**src/rtl/ttt_board_engine_if.sv**
```systemverilog
// rtl/ttt_board_engine_if.sv - turn-grant / move / status bundle between turn controller and board engine
//
// Signals:
//   player1_turn, player2_turn  turn grant levels from the controller
//   p1_pos, p2_pos              target cells, 0..8 row-major
//   illegal_move                current grant carries an illegal move
//   no_space                    all 9 cells occupied
//   winner, who_won             line complete / owner (00 none, 01 P1, 10 P2)
// Modports: master = controller/move-source side, slave = board engine.

interface ttt_board_engine_if;
    logic       player1_turn;
    logic       player2_turn;
    logic [3:0] p1_pos;
    logic [3:0] p2_pos;
    logic       illegal_move;
    logic       no_space;
    logic       winner;
    logic [1:0] who_won;

    modport master (
        output player1_turn, player2_turn, p1_pos, p2_pos,
        input  illegal_move, no_space, winner, who_won
    );

    modport slave (
        input  player1_turn, player2_turn, p1_pos, p2_pos,
        output illegal_move, no_space, winner, who_won
    );
endinterface

```
**src/rtl/ttt_board_engine.sv**
```systemverilog
// rtl/ttt_board_engine.sv - tic-tac-toe board store, move legality and win/draw detection
//
// Ports:
//   clk, reset      clock / asynchronous active-high reset
//   new_game        synchronous clear of board, move count and grant history
//   bus (slave)     turn grants, move positions, illegal_move/no_space/winner/who_won
//   board           cell i = board[2i+1:2i]; 00 empty, 01 P1, 10 P2
//   move_count      legal moves applied this game, 0..9
//   p1_score,
//   p2_score        games won per player (only when TTT_SCORE_EN is defined)
// Optional feature macro: TTT_SCORE_EN (per-player saturating win counters, width SCORE_W).

module ttt_board_engine #(
    parameter int SCORE_W = 4
) (
    input  logic                clk,
    input  logic                reset,
    input  logic                new_game,
    ttt_board_engine_if.slave   bus,
    output logic [17:0]         board,
    output logic [3:0]          move_count
`ifdef TTT_SCORE_EN
    ,
    output logic [SCORE_W-1:0]  p1_score,
    output logic [SCORE_W-1:0]  p2_score
`endif
);

    logic [17:0] board_q;
    logic [3:0]  count_q;
    logic        p1_turn_q;
    logic        p2_turn_q;

    logic        p1_edge;
    logic        p2_edge;
    logic [3:0]  req_pos;
    logic [31:0] board_ext;
    logic [1:0]  req_cell;
    logic        legal;
    logic [1:0]  mark;
    logic        p1_line;
    logic        p2_line;
    logic        winner_c;
    logic        no_space_c;

    function automatic logic [1:0] cell_at(input logic [17:0] b, input int i);
        return b[2*i +: 2];
    endfunction

    function automatic logic line3(input logic [17:0] b, input int a, input int m, input int c,
                                   input logic [1:0] p);
        return (cell_at(b, a) == p) && (cell_at(b, m) == p) && (cell_at(b, c) == p);
    endfunction

    function automatic logic has_line(input logic [17:0] b, input logic [1:0] p);
        return line3(b, 0, 1, 2, p) || line3(b, 3, 4, 5, p) || line3(b, 6, 7, 8, p) ||
               line3(b, 0, 3, 6, p) || line3(b, 1, 4, 7, p) || line3(b, 2, 5, 8, p) ||
               line3(b, 0, 4, 8, p) || line3(b, 2, 4, 6, p);
    endfunction

    always_comb begin
        // A grant is a request only in the cycle its level first rises.
        p1_edge    = bus.player1_turn & ~p1_turn_q;
        p2_edge    = bus.player2_turn & ~p2_turn_q;
        req_pos    = p1_edge ? bus.p1_pos : bus.p2_pos;
        // Zero-extended copy so positions 9..15 index harmlessly; they are rejected below anyway.
        board_ext  = {14'd0, board_q};
        req_cell   = board_ext[{req_pos, 1'b0} +: 2];
        mark       = p1_edge ? 2'b01 : 2'b10;

        p1_line    = has_line(board_q, 2'b01);
        p2_line    = has_line(board_q, 2'b10);
        winner_c   = p1_line | p2_line;
        no_space_c = (count_q == 4'd9);

        // Simultaneous edges from both players are rejected outright.
        legal = (p1_edge ^ p2_edge) && (req_pos <= 4'd8) && (req_cell == 2'b00) &&
                !winner_c && !no_space_c && !new_game;

        bus.illegal_move = (p1_edge | p2_edge) & ~legal & ~new_game;
        bus.no_space     = no_space_c;
        bus.winner       = winner_c;
        bus.who_won      = p1_line ? 2'b01 : (p2_line ? 2'b10 : 2'b00);
    end

    always_ff @(posedge clk or posedge reset) begin
        if (reset) begin
            board_q   <= '0;
            count_q   <= '0;
            p1_turn_q <= 1'b0;
            p2_turn_q <= 1'b0;
        end else if (new_game) begin
            board_q   <= '0;
            count_q   <= '0;
            p1_turn_q <= 1'b0;
            p2_turn_q <= 1'b0;
        end else begin
            p1_turn_q <= bus.player1_turn;
            p2_turn_q <= bus.player2_turn;
            if (legal) begin
                for (int i = 0; i < 9; i++) begin
                    if (req_pos == i[3:0]) begin
                        board_q[2*i +: 2] <= mark;
                    end
                end
                // legal excludes a full board, so this never passes 9.
                count_q <= count_q + 4'd1;
            end
        end
    end

    assign board      = board_q;
    assign move_count = count_q;

`ifdef TTT_SCORE_EN
    logic               winner_q;
    logic [SCORE_W-1:0] p1_score_q;
    logic [SCORE_W-1:0] p2_score_q;

    // winner_q tracks the decoded winner so the score bumps once, on the first
    // cycle the completed line is visible; scores survive new_game.
    always_ff @(posedge clk or posedge reset) begin
        if (reset) begin
            winner_q   <= 1'b0;
            p1_score_q <= '0;
            p2_score_q <= '0;
        end else begin
            winner_q <= winner_c;
            if (winner_c && !winner_q) begin
                if (p1_line && (p1_score_q != '1)) begin
                    p1_score_q <= p1_score_q + 1'b1;
                end else if (!p1_line && p2_line && (p2_score_q != '1)) begin
                    p2_score_q <= p2_score_q + 1'b1;
                end
            end
        end
    end

    assign p1_score = p1_score_q;
    assign p2_score = p2_score_q;
`endif

endmodule

```
**src/flat_wrapper.sv**
```systemverilog
// flat-port wrapper written by rule: the top's interface ports become plain ports
module ttt_board_engine_flat 
#(
    parameter int SCORE_W = 4
)
  (clk, reset, new_game, board, move_count, bus_player1_turn, bus_player2_turn, bus_p1_pos, bus_p2_pos, bus_illegal_move, bus_no_space, bus_winner, bus_who_won);
  ttt_board_engine_if bus_i ();
  input  logic clk;
  input  logic reset;
  input  logic new_game;
  output logic [17:0] board;
  output logic [3:0] move_count;
  input wire logic [$bits(bus_i.player1_turn)-1:0] bus_player1_turn;
  input wire logic [$bits(bus_i.player2_turn)-1:0] bus_player2_turn;
  input wire logic [$bits(bus_i.p1_pos)-1:0] bus_p1_pos;
  input wire logic [$bits(bus_i.p2_pos)-1:0] bus_p2_pos;
  output wire logic [$bits(bus_i.illegal_move)-1:0] bus_illegal_move;
  output wire logic [$bits(bus_i.no_space)-1:0] bus_no_space;
  output wire logic [$bits(bus_i.winner)-1:0] bus_winner;
  output wire logic [$bits(bus_i.who_won)-1:0] bus_who_won;
  assign bus_i.player1_turn = bus_player1_turn;
  assign bus_i.player2_turn = bus_player2_turn;
  assign bus_i.p1_pos = bus_p1_pos;
  assign bus_i.p2_pos = bus_p2_pos;
  assign bus_illegal_move = bus_i.illegal_move;
  assign bus_no_space = bus_i.no_space;
  assign bus_winner = bus_i.winner;
  assign bus_who_won = bus_i.who_won;
  ttt_board_engine #(.SCORE_W(SCORE_W)) u_core (.clk(clk), .reset(reset), .new_game(new_game), .bus(bus_i), .board(board), .move_count(move_count));
endmodule
```
**config.mk**
```make
export PLATFORM = sky130hd
export DESIGN_NAME = ttt_board_engine_flat
export DESIGN_NICKNAME = d
export VERILOG_FILES = /design/src/rtl/ttt_board_engine_if.sv /design/src/rtl/ttt_board_engine.sv /design/src/flat_wrapper.sv
export SDC_FILE = /design/constraint.sdc
export NUM_CORES = 1
export LEC_CHECK = 0
export BUFFER_PORTS_ARGS = -buffer_cell sky130_fd_sc_hd__buf_2
export CAP_MARGIN = 20
export CORE_AREA = 2 2 58 65
export CTS_BUF_LIST = sky130_fd_sc_hd__clkbuf_8 sky130_fd_sc_hd__clkbuf_16
export DETAILED_ROUTE_END_ITERATION = 8
export DIE_AREA = 0 0 60 67
export PLACE_DENSITY = 0.83
export SLEW_MARGIN = 10
export SYNTH_ARGS = -nofsm -noshare
export SYNTH_HDL_FRONTEND = slang
export SYNTH_SLANG_ARGS = --single-unit
```
**constraint.sdc**
```tcl
create_clock -name clk -period 2.8 [get_ports clk]
set_input_delay 0.14 -clock clk [delete_from_list [all_inputs] [get_ports clk]]
set_output_delay 0.14 -clock clk [all_outputs]
set_load 0.005 [all_outputs]
```
-- Yosys cells after proc, flatten, opt, wreduce, memory -nomap -nowiden
Cells that the tools add are included.
W data, S select, Z words.
- flip-flop bits (word level): 24
- latch bits: 0
- RAM bits: 0
- bits in read-only memories: 0
- output and inout bits: 27
- word-level logic and storage cells: 147
- memories: 0
- add/subtract/negate cells: 1
- multiply operators: 0
- divide/modulo/power cells: 0
- magnitude comparators: 1
- eq/ne operators: 27
- shift-type cells: 1
- muxes and demuxes: 19
- bitwise operators: 11
- reductions and logical operators: 75
- operator list (cell ; number):
    $logic_and A1 B1 Y1 ; 37
    $mux W18 ; 2
    $shiftx A32 B6 Y2 ; 1
    $mux W2 ; 12
    $reduce_bool A2 Y1 ; 10
    $eq A2 B1 Y1 const B ; 9
    $eq A2 B2 Y1 const B ; 9
    $reduce_and A2 Y1 ; 9
    $eq A4 B3 Y1 const B ; 4
    $logic_or A1 B1 Y1 ; 14
    $mux W4 ; 3
    $eq A4 B2 Y1 const B ; 2
    $eq A4 B4 Y1 const B ; 2
    $add A4 B1 Y4 const B ; 1
    $and A1 B1 Y1 ; 4
    $eq A4 B1 Y1 const B ; 1
    $le A4 B4 Y1 const B ; 1
    $logic_not A4 Y1 ; 1
    $not A1 Y1 ; 4
    $logic_not A1 Y1 ; 3
    $logic_not A2 Y1 ; 1
    $mux W1 ; 2
    $or A1 B1 Y1 ; 2
    $xor A1 B1 Y1 ; 1

-- Depth between registers and ports, before layout
- depth after elaboration: 18
- depth in mapped cells: 9
- depth with buffers taken out: 9

-- Worst setup path before layout
No wires, ideal clock.
- path kind: flip-flop to flip-flop
- start point: reg u_core.p1_turn_q
- end point: reg u_core.count_q[0] (netlist: u_core.move_count[0])
- setup time: 125 ps
- arrival: 2248 ps
- data required time: 2675 ps
- path slack: 428 ps
- stages on the path, launching flop included: 10
- cell sequence: dfrtp_1 nor2b_4 inv_6 ha_1 nor2b_1 nand3_1 or3b_1 nor3_2 and2b_1 mux2_2
- word-level cells in the longest chain between the ends: 10
- ends and longest elaborated chain (element ; line ; RTL):
    from (decl) ; ttt_board_engine.sv:31 ; logic p1_turn_q;
    from (signal assigned) ; ttt_board_engine.sv:98 ; p1_turn_q <= bus.player1_turn;
    $not A1 Y1 (*) ; ttt_board_engine.sv:63 ; p1_edge = bus.player1_turn & ~p1_turn_q;
    $and A1 B1 Y1 (*) ; ttt_board_engine.sv:63 ;
    $mux W4 ; ttt_board_engine.sv:65 ; req_pos = p1_edge ? bus.p1_pos : bus.p2_pos;
    $shiftx A32 B6 Y2 / $le A4 B4 Y1 (equally long branches) ; ttt_board_engine.sv:68, ttt_board_engine.sv:77 ;
    $logic_not A2 Y1 / $logic_and A1 B1 Y1 (equally long branches) ; ttt_board_engine.sv:77 ; legal = (p1_edge ^ p2_edge) && (req_pos <= 4'd8) && (req_cell == 2'b00) &&
    $logic_and A1 B1 Y1 (*) (2 in a row) ; ttt_board_engine.sv:77 ;
    $logic_and A1 B1 Y1 (*) (2 in a row) ; ttt_board_engine.sv:78 ; !winner_c && !no_space_c && !new_game;
    $reduce_bool A2 Y1 (no line) (*) ; n/a ;
    to (signal assigned) ; ttt_board_engine.sv:107 ; count_q <= count_q + 4'd1;
    to (decl) ; ttt_board_engine.sv:30 ; logic [3:0] count_q;
Mark *: on every way between the ends. The rest lies on a longest branch, timed or not.
A chain may end at the register's enable or synchronous reset.

-- Worst setup path in the final report
- start point: reg u_core.p1_turn_q
- end point: out bus_illegal_move
- word-level cells in the longest chain between the ends: 12
- ends and longest elaborated chain (element ; line ; RTL):
    $not A1 Y1 (*) ; ttt_board_engine.sv:63 ;
    $and A1 B1 Y1 (*) ; ttt_board_engine.sv:63 ;
    $mux W4 ; ttt_board_engine.sv:65 ;
    $shiftx A32 B6 Y2 / $le A4 B4 Y1 (equally long branches) ; ttt_board_engine.sv:68, ttt_board_engine.sv:77 ;
    $logic_not A2 Y1 / $logic_and A1 B1 Y1 (equally long branches) ; ttt_board_engine.sv:77 ;
    $logic_and A1 B1 Y1 (2 in a row) ; ttt_board_engine.sv:77 ;
    $logic_and A1 B1 Y1 (2 in a row) ; ttt_board_engine.sv:78 ;
    $not A1 Y1 ; ttt_board_engine.sv:80 ; bus.illegal_move = (p1_edge | p2_edge) & ~legal & ~new_game;
    $and A1 B1 Y1 (*) (2 in a row) ; ttt_board_engine.sv:80 ;
    to (decl) ; flat_wrapper.sv:17 ; output wire logic [$bits(bus_i.illegal_move)-1:0] bus_illegal_move;
Marks and branches as above.

==> results.json <==
{
  "min_period_ns": 2.65,
  "initial_core_util": 0.494,
  "groute.usage.overall": 0.238,
  "synth_edf_count": 0,
  "slew_viol_final": 0,
  "layout_commonest_cell": "buf_2",
  "ant_nets": 0,
  "ctsHoldBuffers": 0,
  "syn_inst": 179,
  "dp.final_hpwl_um": 3180,
  "cts.sink_count": 24,
  "synthAdderAreaFrac": 0.0228,
  "drive_gt1_frac": 0.306,
  "cp_max_fo": 8,
  "critPathCaptureType": "output pin",
  "p_leak_nw": 0.876,
  "rsz0062_at_grt": "no",
  "crit_arrival_ns": 2.51,
  "die_h_um": 67,
  "min_path_type": "primary input to asynchronous set/reset pin",
  "synthFlopType": "dfrtp_1",
  "area_growth_pct": 20.1,
  "drt_first_pass_iters": 4,
  "synth.area.mux_share": 0.0380,
  "die_x_um": 60,
  "fmax_mhz": 378,
  "cp_cell_sequence": "nor2b_4 > inv_6 > ha_1 > nor2b_1 > nand3_1 > or3b_4 > nor3_4 > and2b_2 > nor3_1 > buf_2",
  "core_um2": 3330,
  "viasPerCell": 5.78,
  "worst_slew_pin_slew_ns": 0.921,
  "synth_compound_area_frac": 0.186,
  "clkLatencyLatePin_ns": 0.27,
  "powerDensity_nw_per_um2": 403,
  "ir_worst_vdd_v": 0.000274,
  "cpPeakStageDelay_ns": 0.44,
  "diodes": 0,
  "fillCellCount": 293,
  "fin_area_um2": 1980,
  "period_share": 0.945,
  "avgSynthCellArea_um2": 9.19,
  "vias": 1544,
  "dieArea_um2": 4020,
  "yosysUniqueCellTypes": 45,
  "netlist_area_um2": 1650,
  "wl_per_cell_um": 16.2,
  "setup_tns_ns": 0,
  "synth_top_family_by_area": "simple AND/OR/NAND/NOR gates",
  "final_nets": 236,
  "cts_tree": "yes",
  "startpoint_type": "flip-flop",
  "grt_max_degree": 36,
  "final_cell_mix": "buf_2, dfrtp_1, inv_1",
  "gp_congestion": 0.868,
  "crit_slowest_cell": "or3b_4",
  "syn_nets": 195,
  "ys_seq_area_frac": 0.365,
  "antenna_found_initial": 0,
  "fin_skew_ns": 0.00168,
  "max-cap-violations": 0,
  "grt_pass1_wl_um": 7200,
  "setup_viol": 0,
  "cts.clk_slew.worst_paths_ns": 0.09,
  "synth_async_sr_flop_share": 1.00,
  "cts_buffers": 3,
  "route.detailed.drc": 0,
  "drtIter0Drc": 115,
  "synth_simple_gate_area_frac": 0.310,
  "floorplan.rows": 22,
  "ioPinCount": 40,
  "ys_seq_elements": 24,
  "outcome": "finished, final reports clean",
  "slew_headroom": 0.385,
  "critPathKind": "flip-flop to output pin",
  "hold_violations": 0,
  "h-tree-depth": 1,
  "placed_area_um2": 1880,
  "first_global_vias": 1492,
  "ctsRootBufferMaster": "clkbuf_8",
  "yosys_warnings": 0,
  "wirelength_um": 4340,
  "critical_path_required_ns": 2.66,
  "io_buffer_count": 39,
  "cts_buffer_depth": 2,
  "synth_xor_area_frac": 0,
  "gr-total-overflow": 0
}
==> state kept, by name, summed over array words and instances (netlist names) <==
signal             cells
u_core.p1_turn_q       1
u_core.move_count      4
u_core.p2_turn_q       1
u_core.board          18
==> routing by layer <==
metal,GRT usage,up-vias,share of wire
met5,0,-,0
met4,0.0750,0,0.013
met3,0.0272,5,0.065
met2,0.387,67,0.49
met1,0.326,729,0.43
li1,-,743,-
==> worst paths after layout <==
check                                                 start                                to  slack, ns  cells after the start
max                              u_core.p1_turn_q$_DFF_PP0_                  bus_illegal_move       0.15                     10
min reg2reg                u_core.move_count[3]$_DFFE_PP0P_  u_core.move_count[3]$_DFFE_PP0P_       0.57                      2
min                                                   reset      u_core.board[17]$_DFFE_PP0P_       0.05                      2
min in group clk                           bus_player2_turn        u_core.p2_turn_q$_DFF_PP0_       0.11                      2
max reg2reg                      u_core.p1_turn_q$_DFF_PP0_       u_core.board[8]$_DFFE_PP0P_       0.17                      8
max in group asynchronous                             reset      u_core.board[13]$_DFFE_PP0P_       2.18                      2
==> worst max-delay path: cells and delay by family, from the launching register on <==
family                     cells  cell delay, ns
adders and majority gates      1            0.27
buffers and inverters          2            0.22
DFF                            1            0.43
and+or+nand+nor                7            1.33
==> cells in the mapped netlist, types with 3 or more instances <==
cell type,instances,area (µm²)
a21oi_1,6,30.0
buf_4,3,22.5
clkbuf_1,3,11.3
dfrtp_1,24,601
ha_1,3,37.5
inv_1,20,75.1
mux2i_1,4,40.0
nand2_1,5,18.8
nand3_1,5,25.0
nand3b_1,3,22.5
nand4_1,4,25.0
nor2_1,15,56.3
nor2b_1,9,56.3
nor3_1,4,20.0
nor4bb_1,11,110
o22ai_1,8,50.1
o22ai_2,8,100
o31ai_1,3,22.5
or3_1,6,37.5
or4_1,3,22.5
==> final cells by class <==
type | instances | area [µm²] | area share
Clock buffer | 3 | 41.3 | 0.0209
Clock inverter | 1 | 30.0 | 0.0152
Inverter | 21 | 83.8 | 0.0424
Multi-Input combinational cell | 127 | 935 | 0.473
Sequential cell | 24 | 601 | 0.304
Tap cell | 48 | 60.1 | 0.0304
Timing Repair Buffer | 43 | 225 | 0.114
==> stage by stage <==
stage	hold WS, ns	setup WS [ns]	std cells	utilization	power, W
final	0.0549	0.153	267	0.593	0.000796
after CTS	0.0905	0.0665	267	0.588	0.000793
after global routing	0.132	0.00729	267	0.593	0.000835
after detailed placement	0.383	0.0715	262	0.564	0.000488
after global placement	0.372	0.154	262	0.564	0.000486
after floorplan	0.155	0.428	179	-	0.000452
==> report_power, final <==
part / total (W) / leakage (nW) / switching [W] / internal (W)
sequential: 0.000364 / 0.332 / 0.00000997 / 0.000354
combinational: 0.000126 / 0.508 / 0.0000742 / 0.0000517
clock: 0.000307 / 0.0357 / 0.000115 / 0.000191
total: 0.000796 / 0.876 / 0.000199 / 0.000597
==> cell families (layout without fill, tap and decap cells) <==
| group | Yosys count | after routing |
|---|---|---|
| AND/OR/NAND/NOR | 79 | 79 |
| buffers and inverters | 28 | 68 |
| AO/OA/AOI/OAI | 39 | 39 |
| flip-flops | 24 | 24 |
| adder cells (fa/ha/maj) | 3 | 3 |
| multiplexers | 6 | 6 |
==> repair_timing <==
| action | 4_1_cts | 5_1_grt |
|---|---|---|
| gates cloned | 0 | 0 |
| resized for setup | 0 | 5 |
| buffers inserted | 1 | 0 |
| endpoints found under the setup margin | 1 | 1 |
Power figures use the tool's default switching activity.
